## config.mk

```make
export PLATFORM = sky130hd
export DESIGN_NAME = obi_axil_fetch_bridge
export DESIGN_NICKNAME = d
export VERILOG_FILES = /design/src/rtl/obi_axil_fetch_bridge.sv
export SDC_FILE = /design/constraint.sdc
export NUM_CORES = 1
export LEC_CHECK = 0
export BUFFER_PORTS_ARGS = -buffer_cell sky130_fd_sc_hd__buf_2
export CORE_ASPECT_RATIO = 1.2
export CORE_MARGIN = 8
export CORE_UTILIZATION = 40
export CTS_BUF_LIST = sky130_fd_sc_hd__clkbuf_16
export CTS_CLUSTER_DIAMETER = 200
export DETAILED_ROUTE_END_ITERATION = 7
export HOLD_SLACK_MARGIN = 0.15
export PLACE_DENSITY = 0.74
export SLEW_MARGIN = 25
export SYNTH_ARGS = -nofsm -noshare
export SYNTH_HDL_FRONTEND = slang
export SYNTH_SLANG_ARGS = --single-unit
```

## constraint.sdc

```tcl
create_clock -name clk -period 2.7 [get_ports clk]
set_input_delay 0.405 -clock clk [delete_from_list [all_inputs] [get_ports clk]]
set_output_delay 0.405 -clock clk [all_outputs]
set_load 0.01 [all_outputs]
```

## src/rtl/obi_axil_fetch_bridge.sv

```systemverilog
// OBI instruction-fetch to AXI-Lite-style read bridge: registered AR slot,
// registered in-order response path and a credit counter on outstanding reads.
module obi_axil_fetch_bridge #(
    parameter int unsigned MAX_OUTSTANDING = 4
) (
    input  logic        clk,
    input  logic        rst_n,
    input  logic        instr_req_i,
    output logic        instr_gnt_o,
    input  logic [31:0] instr_addr_i,
    output logic        instr_rvalid_o,
    output logic [31:0] instr_rdata_o,
    output logic [31:0] araddr,
    output logic        arvalid,
    input  logic        arready,
    input  logic [31:0] rdata,
    input  logic        rvalid,
    output logic        rready,
    output logic        err_o
);

    localparam int unsigned AW    = 32;
    localparam int unsigned DW    = 32;
    localparam int unsigned CNT_W = $clog2(MAX_OUTSTANDING + 1);

    localparam logic [CNT_W-1:0] CNT_MAX   = CNT_W'(MAX_OUTSTANDING);
    localparam logic [AW-1:0]    WORD_MASK = ~AW'(32'h3);

    logic [AW-1:0]    araddr_q, araddr_d;
    logic             arvalid_q, arvalid_d;
    logic             rvalid_q, rvalid_d;
    logic [DW-1:0]    rdata_q, rdata_d;
    logic [CNT_W-1:0] cnt_q, cnt_d;
    logic             err_q, err_d;

    logic slot_free_c;
    logic gnt_c;
    logic beat_ok_c;
    logic beat_bad_c;

    // Grant needs a free AR slot and a spare credit; gated off while in reset.
    always_comb begin
        slot_free_c = !arvalid_q || arready;
        gnt_c       = rst_n && instr_req_i && slot_free_c && (cnt_q < CNT_MAX);
        beat_ok_c   = rvalid && (cnt_q != '0);
        beat_bad_c  = rvalid && (cnt_q == '0);
    end

    always_comb begin
        araddr_d  = araddr_q;
        arvalid_d = arvalid_q;
        rvalid_d  = 1'b0;
        rdata_d   = rdata_q;
        cnt_d     = cnt_q;
        err_d     = err_q;

        // AR slot: load on grant, retire on handshake, otherwise hold.
        if (gnt_c) begin
            araddr_d  = instr_addr_i & WORD_MASK;
            arvalid_d = 1'b1;
        end else if (arready) begin
            arvalid_d = 1'b0;
        end

        if (beat_ok_c) begin
            rvalid_d = 1'b1;
            rdata_d  = rdata;
        end

        if (beat_bad_c) begin
            err_d = 1'b1;
        end

        case ({gnt_c, beat_ok_c})
            2'b10:   cnt_d = cnt_q + CNT_W'(1);
            2'b01:   cnt_d = cnt_q - CNT_W'(1);
            default: cnt_d = cnt_q;
        endcase
    end

    always_ff @(posedge clk or negedge rst_n) begin
        if (!rst_n) begin
            araddr_q  <= '0;
            arvalid_q <= 1'b0;
            rvalid_q  <= 1'b0;
            rdata_q   <= '0;
            cnt_q     <= '0;
            err_q     <= 1'b0;
        end else begin
            araddr_q  <= araddr_d;
            arvalid_q <= arvalid_d;
            rvalid_q  <= rvalid_d;
            rdata_q   <= rdata_d;
            cnt_q     <= cnt_d;
            err_q     <= err_d;
        end
    end

    assign instr_gnt_o    = gnt_c;
    assign araddr         = araddr_q;
    assign arvalid        = arvalid_q;
    assign instr_rvalid_o = rvalid_q;
    assign instr_rdata_o  = rdata_q;
    assign err_o          = err_q;
    assign rready         = 1'b1;

endmodule

```

=== After elaboration in Yosys (flattened, before gate mapping) ===
Cells that the tools add are included.

* Bits in registers: 68
* Input bits: 69
* Word-level logic and storage cells: 26

* $add $sub $neg: 2
* $lt $le $gt $ge: 1
* Eq/ne operators: 2
* Muxes and demuxes: 4
* Reductions and logical operators: 11

{| class="wikitable"
|+ Operator list
! operator !! count
|-
| case mux 3 bit (2 select lines) || 1
|-
| logical AND 1 bit || 5
|-
| nonzero test 2 bit || 2
|-
| adder 3 x 1 -> 3 bit, second input constant || 1
|-
| logical NOT 3 bit || 1
|-
| less-than comparator 3 bit, second input constant || 1
|-
| 2-to-1 mux 1 bit || 3
|-
| nonzero test 3 bit || 1
|-
| subtractor 3 x 1 -> 3 bit, second input constant || 1
|-
| equality test 2 x 1 -> 1 bit, second input constant || 1
|-
| equality test 2 bit, second input constant || 1
|-
| logical NOT 1 bit || 1
|-
| logical OR 1 bit || 1
|}

=== Depth between registers and ports, before layout ===
Gate-level depths: netlist of run 1.

* Word-level depth: 6
* Gate-level depth with buffers: 11
* Mapped depth without buffers: 9

=== Worst setup path before layout of run 1 ===
OpenSTA, ideal clock, no wires.

* Kind: flip-flop to flip-flop
* Start: reg cnt_q[0]
* End: reg cnt_q[2]
* Setup time: 0.079 ns
* Arrival time: 1.852 ns
* Data required time: 2.621 ns
* Setup slack: 0.769 ns
* Cell stages (with the launch flop): 12
* Cells stage by stage: dfrtp_1 nor3_2 nand2b_4 buf_12 buf_12 inv_1 ha_1 inv_1 fa_1 xor2_1 nor2_1 xor2_1

* Word-level cells in the longest chain between the ends: 4
* Elaborated cells on any way between the ends: 10

{| class="wikitable"
|+ Ends and longest elaborated chain
! element !! line !! source
|-
| start: declaration || 33 || <nowiki>logic [CNT_W-1:0] cnt_q, cnt_d;</nowiki>
|-
| start signal: assignment || 94 || <nowiki>cnt_q <= cnt_d;</nowiki>
|-
| nonzero test 3 bit (*) || 45 || <nowiki>beat_ok_c = rvalid && (cnt_q != '0);</nowiki>
|-
| logical AND 1 bit (*) || 45 ||
|-
| named net beat_ok_c || 38 || <nowiki>logic beat_ok_c;</nowiki>
|-
| equality test 2 x 1 -> 1 bit or equality test 2 bit (tied branches) || 74 || <nowiki>case ({gnt_c, beat_ok_c})</nowiki>
|-
| case mux 3 bit (2 select lines) or nonzero test 2 bit (tied branches) || - ||
|}

Mark *: on every way through the listed nets, which the timed path passes. The rest lies on a longest branch.
A chain may end at the register's enable or synchronous reset.

=== Worst setup path in the final report of run 1 ===
* Start: reg cnt_q[2]
* End: out instr_gnt_o

* Word-level cells in the longest chain between the ends: 2

{| class="wikitable"
|+ Ends and longest elaborated chain
! element !! line !! source
|-
| less-than comparator 3 bit || 44 || <nowiki>gnt_c = rst_n && instr_req_i && slot_free_c && (cnt_q < CNT_MAX);</nowiki>
|-
| logical AND 1 bit || 44 ||
|-
| end: declaration || 9 || <nowiki>output logic instr_gnt_o,</nowiki>
|}

No other way between the ends.

==> results.md, run 1 <==
* Initial Util at 41.2%
* Number of synthesized flops with an enable pin at 0
* Vias in the first global route at roughly 1900
* Worst-margin pin slew at between 800 and 900 ps
* DR WL/cell at between 15 and 20 um
* Final Hold Viols at 0
* Post_cts resized at 0
* Setup Fix Bufs, Post-CTS at 0
* Power density cells at between 1000 and 1500 nW/um^2
* Slew Limit Fails at 0
* Layout Area Growth over Synthesis at 35.4%
* Critical Path End Type: output pin
* Final hold slack at around 280 ps
* Minimum clock period at between 2000 and 2500 ps
* Die height at ~110 um
* Relative slew slack at a little over two fifths
* Routability cong. at roughly 0.76
* Leakage at 0.00197 uW
* Cell Rows at 33
* Largest fanout on the critical path at 31
* # IOs at between 100 and 150
* Clk_lat worst skew at between 300 and 400 ps
* Antenna-violating nets left at 0
* Grt peak-use layer: met2
* Worst setup SP type: flip-flop
* Synth unique cells at 21
* Root Buffer: clkbuf_16
* Die Wd at 92.7 um
* Vias per inst at 4.47
* Setup TNS at 0 ps
* Pin count of the biggest net entering global routing at around 70
* Hold wc startpoint: arready
* I/O Buffers at 132
* Status: completed
* WP data arrival at 1620 ps
* H-Tree Level Count at 3
* Max Freq at slightly below 500 MHz
* Antenna violations before repair at 0
* Synth Area in Compound Gates at roughly 1.2%
* Synth Register Bits at between 60 and 70
* Storage cell area at between 1500 and 2000 sq um
* Residual DRC at 0
* Routed vias at 1754
* CP Launch Point: cnt_q[2]
* Count leader, synth: dfrtp_1
* RSZ-0062 raised after global routing: no
* Overflow after GRT at 0
* Core area at ~6900 sq um
* Final setup vio count at 0
* Ys flop type: dfrtp_1
* Die area at ~10000 sq um
* Diodes inserted at 0
* Simple-Gate Fraction of Synth Area at roughly 1.8%
* Met2 GRT Util at around a fifth
* Clock Path Buffers at 2
* Total CTS buffers at 9
* Multi-input gate area at between 900 and 1000 sq um
* # fillers at around 610
* Sequential element share of the synthesized area at 60.3%
* Top cells by area, synth: dfrtp_1 60%, mux2_4 15%, mux2_2 12%, buf_12 2.8%, buf_6 1.2%
* Gate Count Post-Synth at 163
* Grt met1 use at 14.6%
* GRT Overall Usage at approximately an eighth
* Hold/Removal Path Class: in2reg
* Maximum VDD drop at 522 uV
* Synth top cells by count: 68 x dfrtp_1, 31 x mux2_2, 29 x mux2_4
* Synth Area in Adders at 1.15%
* Setup Skew at ~3.2 ps
* M3 GR Usage at around 4.6%
* Multiplexer share of the synthesized area at approximately 29%
* YS warnings at 0
* CTS clock-pin slew for the worst setup and hold paths at 50 ps
* First-pass GRT wire length at between 9000 and 10000 um
* Final net count at 371
* Initial DRC count at 39
* Max-cap violations at 0
* Fin crit share at between 70% and 80%
* Fraction of layout cells with a size suffix above 1 at just over 70%
* HPWL Detailed at between 4000 and 5000 um
* WS Path Type: reg2out
* Critical Path RT at 2300 ps
* # clock sinks at around 70
* Synth Cell Area at about 2800 sq um
* Share of the synthesized area in the top cell type at 60.3%
* Wirelength, routed at about 6200 um
* Pre-antenna DRT Iters at 3
* Cts hold-fix bufs at 0
* Mean Syn Cell Area at roughly 17 sq um
* Synth Area in XOR/XNOR at less than 1%
* CTS tree: built
* Worst reg2reg startpoint: cnt_q[0]
* Largest family of logic cells by synthesized area: multiplexers
* Synth area leader: dfrtp_1
* Async S/R FF share, synth at 100%
-- area by class of cell --
cell class | instances | area share [%]
timing repair buffer | 135 | 17.9
tap | 87 | 2.85
inverter | 7 | 0.687
clock inverter | 7 | 3.01
sequential | 68 | 44.5
multi-input combinational | 79 | 25.2
clock buffer | 9 | 5.89
-- metal layers --
metal / vias to the layer above / share of wire, %
met5: - / 0
met4: 0 / 1.1
met3: 6 / 8.7
met2: 71 / 50
met1: 848 / 40
li1: 829 / -
-- report_power, final --
| part | total [uW] | leakage [uW] | internal (uW) | switching, uW |
|---|---|---|---|---|
| clock network | 1310 | 0.000163 | 898 | 410 |
| registers | 1680 | 0.000798 | 1460 | 222 |
| logic | 1510 | 0.00101 | 830 | 680 |
| total | 4500 | 0.00197 | 3190 | 1310 |
-- worst max-delay path, stage by stage, from the launching register on --
cell and delay [ps]:
dfrtp_1 420, nand3b_4 190, a21oi_4 120, buf_4 370, buf_2 210
-- logic make-up after synthesis --
kind of cell,Yosys count
simple gates,5
fa+ha+maj,2
mux,62
xor+xnor,3
compound gates,4
flops,68
other cells,2
buf+inv,17
-- stage by stage --
stage | cells | total power (uW) | setup slack [ps] | cell area (sq um) | utilization, %
finish | 392 | 4500 | 674 | 3820 | 55.8
global route | 392 | 4770 | 584 | 3820 | 55.8
CTS | 392 | 4580 | 651 | 3820 | 55.8
floorplan | 164 | 2680 | 769 | 2830 | -
global placement | 376 | 3180 | 920 | 3480 | 50.8
detailed placement | 376 | 3250 | 868 | 3480 | 50.8
-- layout by cell type (no fill, tap or decap) --
cell and count:
mux2_1 2, clkinv_1 1, clkinv_4 1, fa_1 1, conb_1 3, o21ai_0 2
xor2_1 2, a21o_2 1, bufinv_16 3, buf_4 3, clkinv_2 1, inv_1 7
buf_2 132, nand3b_4 1, ha_1 1, nand2b_4 1, nor3_2 1, nor2_1 1
nand2_1 1, clkbuf_16 9, a21oi_4 1, xnor2_1 1, mux2_2 31, mux2_4 29
clkinvlp_4 1, dfrtp_1 68
-- path summary, 6_finish.rpt --
| path | to | slack [ps] | cells past startpoint |
|---|---|---|---|
| worst max-delay path | instr_gnt_o | 670 | 4 |
| worst min-delay path | arvalid | 280 | 2 |
| worst max register to register | instr_rdata_o[2] | 870 | 4 |
| worst min register to register | err_o | 470 | 1 |
| max in group asynchronous | instr_rdata_o[3] | 1780 | 2 |
| min in group asynchronous | araddr[31] | 350 | 2 |
-- state kept, by name, indices dropped and copies added, names as in the netlist --
signal / cells
instr_rvalid_o: 1
instr_rdata_o: 32
araddr: 30
cnt_q: 3
arvalid: 1
err_o: 1
Power figures use the tool's default switching activity.
==> run 2: changes to the inputs <==
PLACE_DENSITY = 0.77   (was 0.74)
clock period = 1.84 ns   (was 2.7 ns; I/O delays follow)
==> run 2 against run 1 <==
Net effect:
- clock skew grew 0.68 ps
- design area is 0.82% higher
- clock power is 35% higher
- core utilization up 0.46 points
- routed wire length increased by 3.9%
- critical path type is now reg2reg
- sequential power is 47% higher
- power up 46%
- count of clock-buffer cells in the layout did not move
- largest cell class unchanged
- critical endpoint is now cnt_q[2]
- via count rose by 1.8%
==> results.md, run 2 (synthesis results as in run 1) <==
* Worst-margin pin slew at 832 ps (-15.4 ps)
* DR WL/cell at 16.3 um (+3.4%)
* Wirelength, routed at 6410 um (+3.9%)
* Most used cell, CP: xor2_1
* Placed cell area at 3520 sq um (+0.93%)
* Cell Rows at 33 (unchanged)
* Status: completed
* WP data arrival at 2000 ps (+380 ps)
* Vias in the first global route at 1959 (+1.7%)
* Final std cells w/o fill at 394 (+0.51%)
* H-Tree Level Count at 3 (unchanged)
* Root Buffer: clkbuf_16
* Leakage at 0.00198 uW (+0.44%)
* HPWL Detailed at 4870 um (+3.7%)
* Initial Util at 41.2% (unchanged)
* CTS tree: built
* Critical Path RT at 2080 ps (-220 ps)
* Max reg flops at 32 (unchanged)
* WS Path Type: reg2reg
* Initial DRC count at 56 (+44%)
* Power density cells at 1700 nW/um^2 (+45%)
* Core area at 6850 sq um (unchanged)
* Sequential Power Share at 37.6% (+0.3 points)
* Slew Limit Fails at 0 (unchanged)
* Sw Pwr at 1960 uW (+49%)
* Final Hold Viols at 0 (unchanged)
* Pint at 4600 uW (+45%)
* Final net count at 373 (+0.54%)
* RSZ-0062 raised after global routing: yes
* Clock Path Buffers at 2 (unchanged)
* Final Cell Area at 3850 sq um (+0.82%)
* Critical Path End Type: flip-flop
* Cell family with most CP delay: adder cells
* Commonest non-fill, non-tap cells in the layout: 132 x buf_2, 68 x dfrtp_1, 31 x mux2_2, 29 x mux2_4, 9 x clkbuf_16
* Die Wd at 92.7 um (unchanged)
* Die area at 10000 sq um (unchanged)
* Worst setup SP type: flip-flop
* Die height at 108 um (unchanged)
* I/O Buffers at 132 (unchanged)
* Residual DRC at 0 (unchanged)
* Clock network power share at 27.0% (-2.1 points)
* Pre-antenna DRT Iters at 4 (+1)
* Overflow after GRT at 0 (unchanged)
* Comb power frac at 35.5% (+1.9 points)
* Storage cell area at 1700 sq um (unchanged)
* Multi-input gate area at 978 sq um (+1.6%)
* Pin count of the biggest net entering global routing at 69 (unchanged)
* Most common cell after layout, fill and taps aside: buf_2
* Sw frac at 29.9% (+0.69 points)
* CP cell instances: nand3b_4 > a21oi_4 > inv_1 > ha_4 > inv_2 > fa_2 > xor2_1 > nor2_1 > xor2_1
* Clk_lat worst skew at 320 ps (about the same)
* # clock sinks at 68 (unchanged)
* Minimum clock period at ~1800 ps
* Antenna-violating nets left at 0 (unchanged)
* Vias per inst at 4.53 (+1.3%)
* Max incr delay on CP at 400 ps (-20 ps)
* Setup Skew at 3.88 ps (+0.677 ps)
* Final setup vio count at 0 (unchanged)
* First-pass GRT wire length at 10100 um (+4.0%)
* Slowest cell on crit path: dfrtp_1
* Final hold slack at 158 ps (-127 ps)
* Fin crit share at ~96%
* Max-cap violations at 0 (unchanged)
* Hold/Removal Path Class: in2reg
* Buf/Inv on CP at 2 (unchanged)
* Setup TNS at 0 ps (unchanged)
* Cts hold-fix bufs at 0 (unchanged)
* Max Freq at 568 MHz
* Antenna violations before repair at 1 (+1)
* Maximum VDD drop at 752 uV (+44%)
* Largest fanout on the critical path at 3 (-90%)
* Fraction of layout cells with a size suffix above 1 at 72.0% (+1.5 points)
* Routability cong. at 0.722 (-5.2%)
* GRT Overall Usage at 13.0% (+0.61 points)
* CTS clock-pin slew for the worst setup and hold paths at 50 ps (about the same)
* DP Cell Count at 376 (unchanged)
* Relative slew slack at 44.5% (+1.0 points)
* # fillers at 573 (-5.3%)
* Routed vias at 1786 (+1.8%)
* Layout Area Growth over Synthesis at 36.5%
* Diodes inserted at 0 (unchanged)
* Total CTS buffers at 9 (unchanged)
* # IOs at 138 (unchanged)
## run 2: repair_timing
item | CTS | global route
buffers inserted | 0 | 2
gates resized for setup | 1 | 1
pin swaps | 0 | 1
setup endpoints to repair | 1 | 3
## run 2: final timing paths
path	startpoint	endpoint	slack (ps)	depth (start not counted)
worst max-delay path	cnt_q[2]	cnt_q[2]	80	9
worst min-delay path	arready	arvalid	160	2
worst max register to register	cnt_q[2]	cnt_q[2]	80	9
worst min register to register	err_o	err_o	460	1
max in group asynchronous	rst_n	araddr[10]	1070	2
min in group asynchronous	rst_n	instr_rdata_o[10]	220	2
## run 2: routing by layer
layer / global-route usage, % / wire length [um]
met5: 0 / 13
met4: 4.84 / 31
met3: 5.96 / 657
met2: 21.8 / 3380
met1: 14.1 / 2330
## run 2: cell type report
class / count / share of cell area [%]
flip-flops and latches: 68 / 44.1
inverters: 7 / 0.811
multi-input cells: 79 / 25.4
repair buffers: 137 / 18.6
well taps: 87 / 2.82
clock buffers: 9 / 5.84
clock inverters: 7 / 2.37
## run 2: stage by stage
stage	total power (uW)	setup WS (ps)	utilization (%)
after floorplan	3960	-30.9	-
after global placement	4740	141	51.3
after detailed placement	4840	68.0	51.3
after CTS	6670	14.8	56.0
after global routing	6980	-12.7	56.2
final	6570	79.6	56.2
## run 2: power by group through the flow
stage	registers, uW	logic (uW)	clock network (uW)
after floorplan	2780	1180	0
after global placement	2450	2280	0
after detailed placement	2500	2340	0
after CTS	2480	2360	1830
after global routing	2560	2520	1910
final	2470	2330	1770
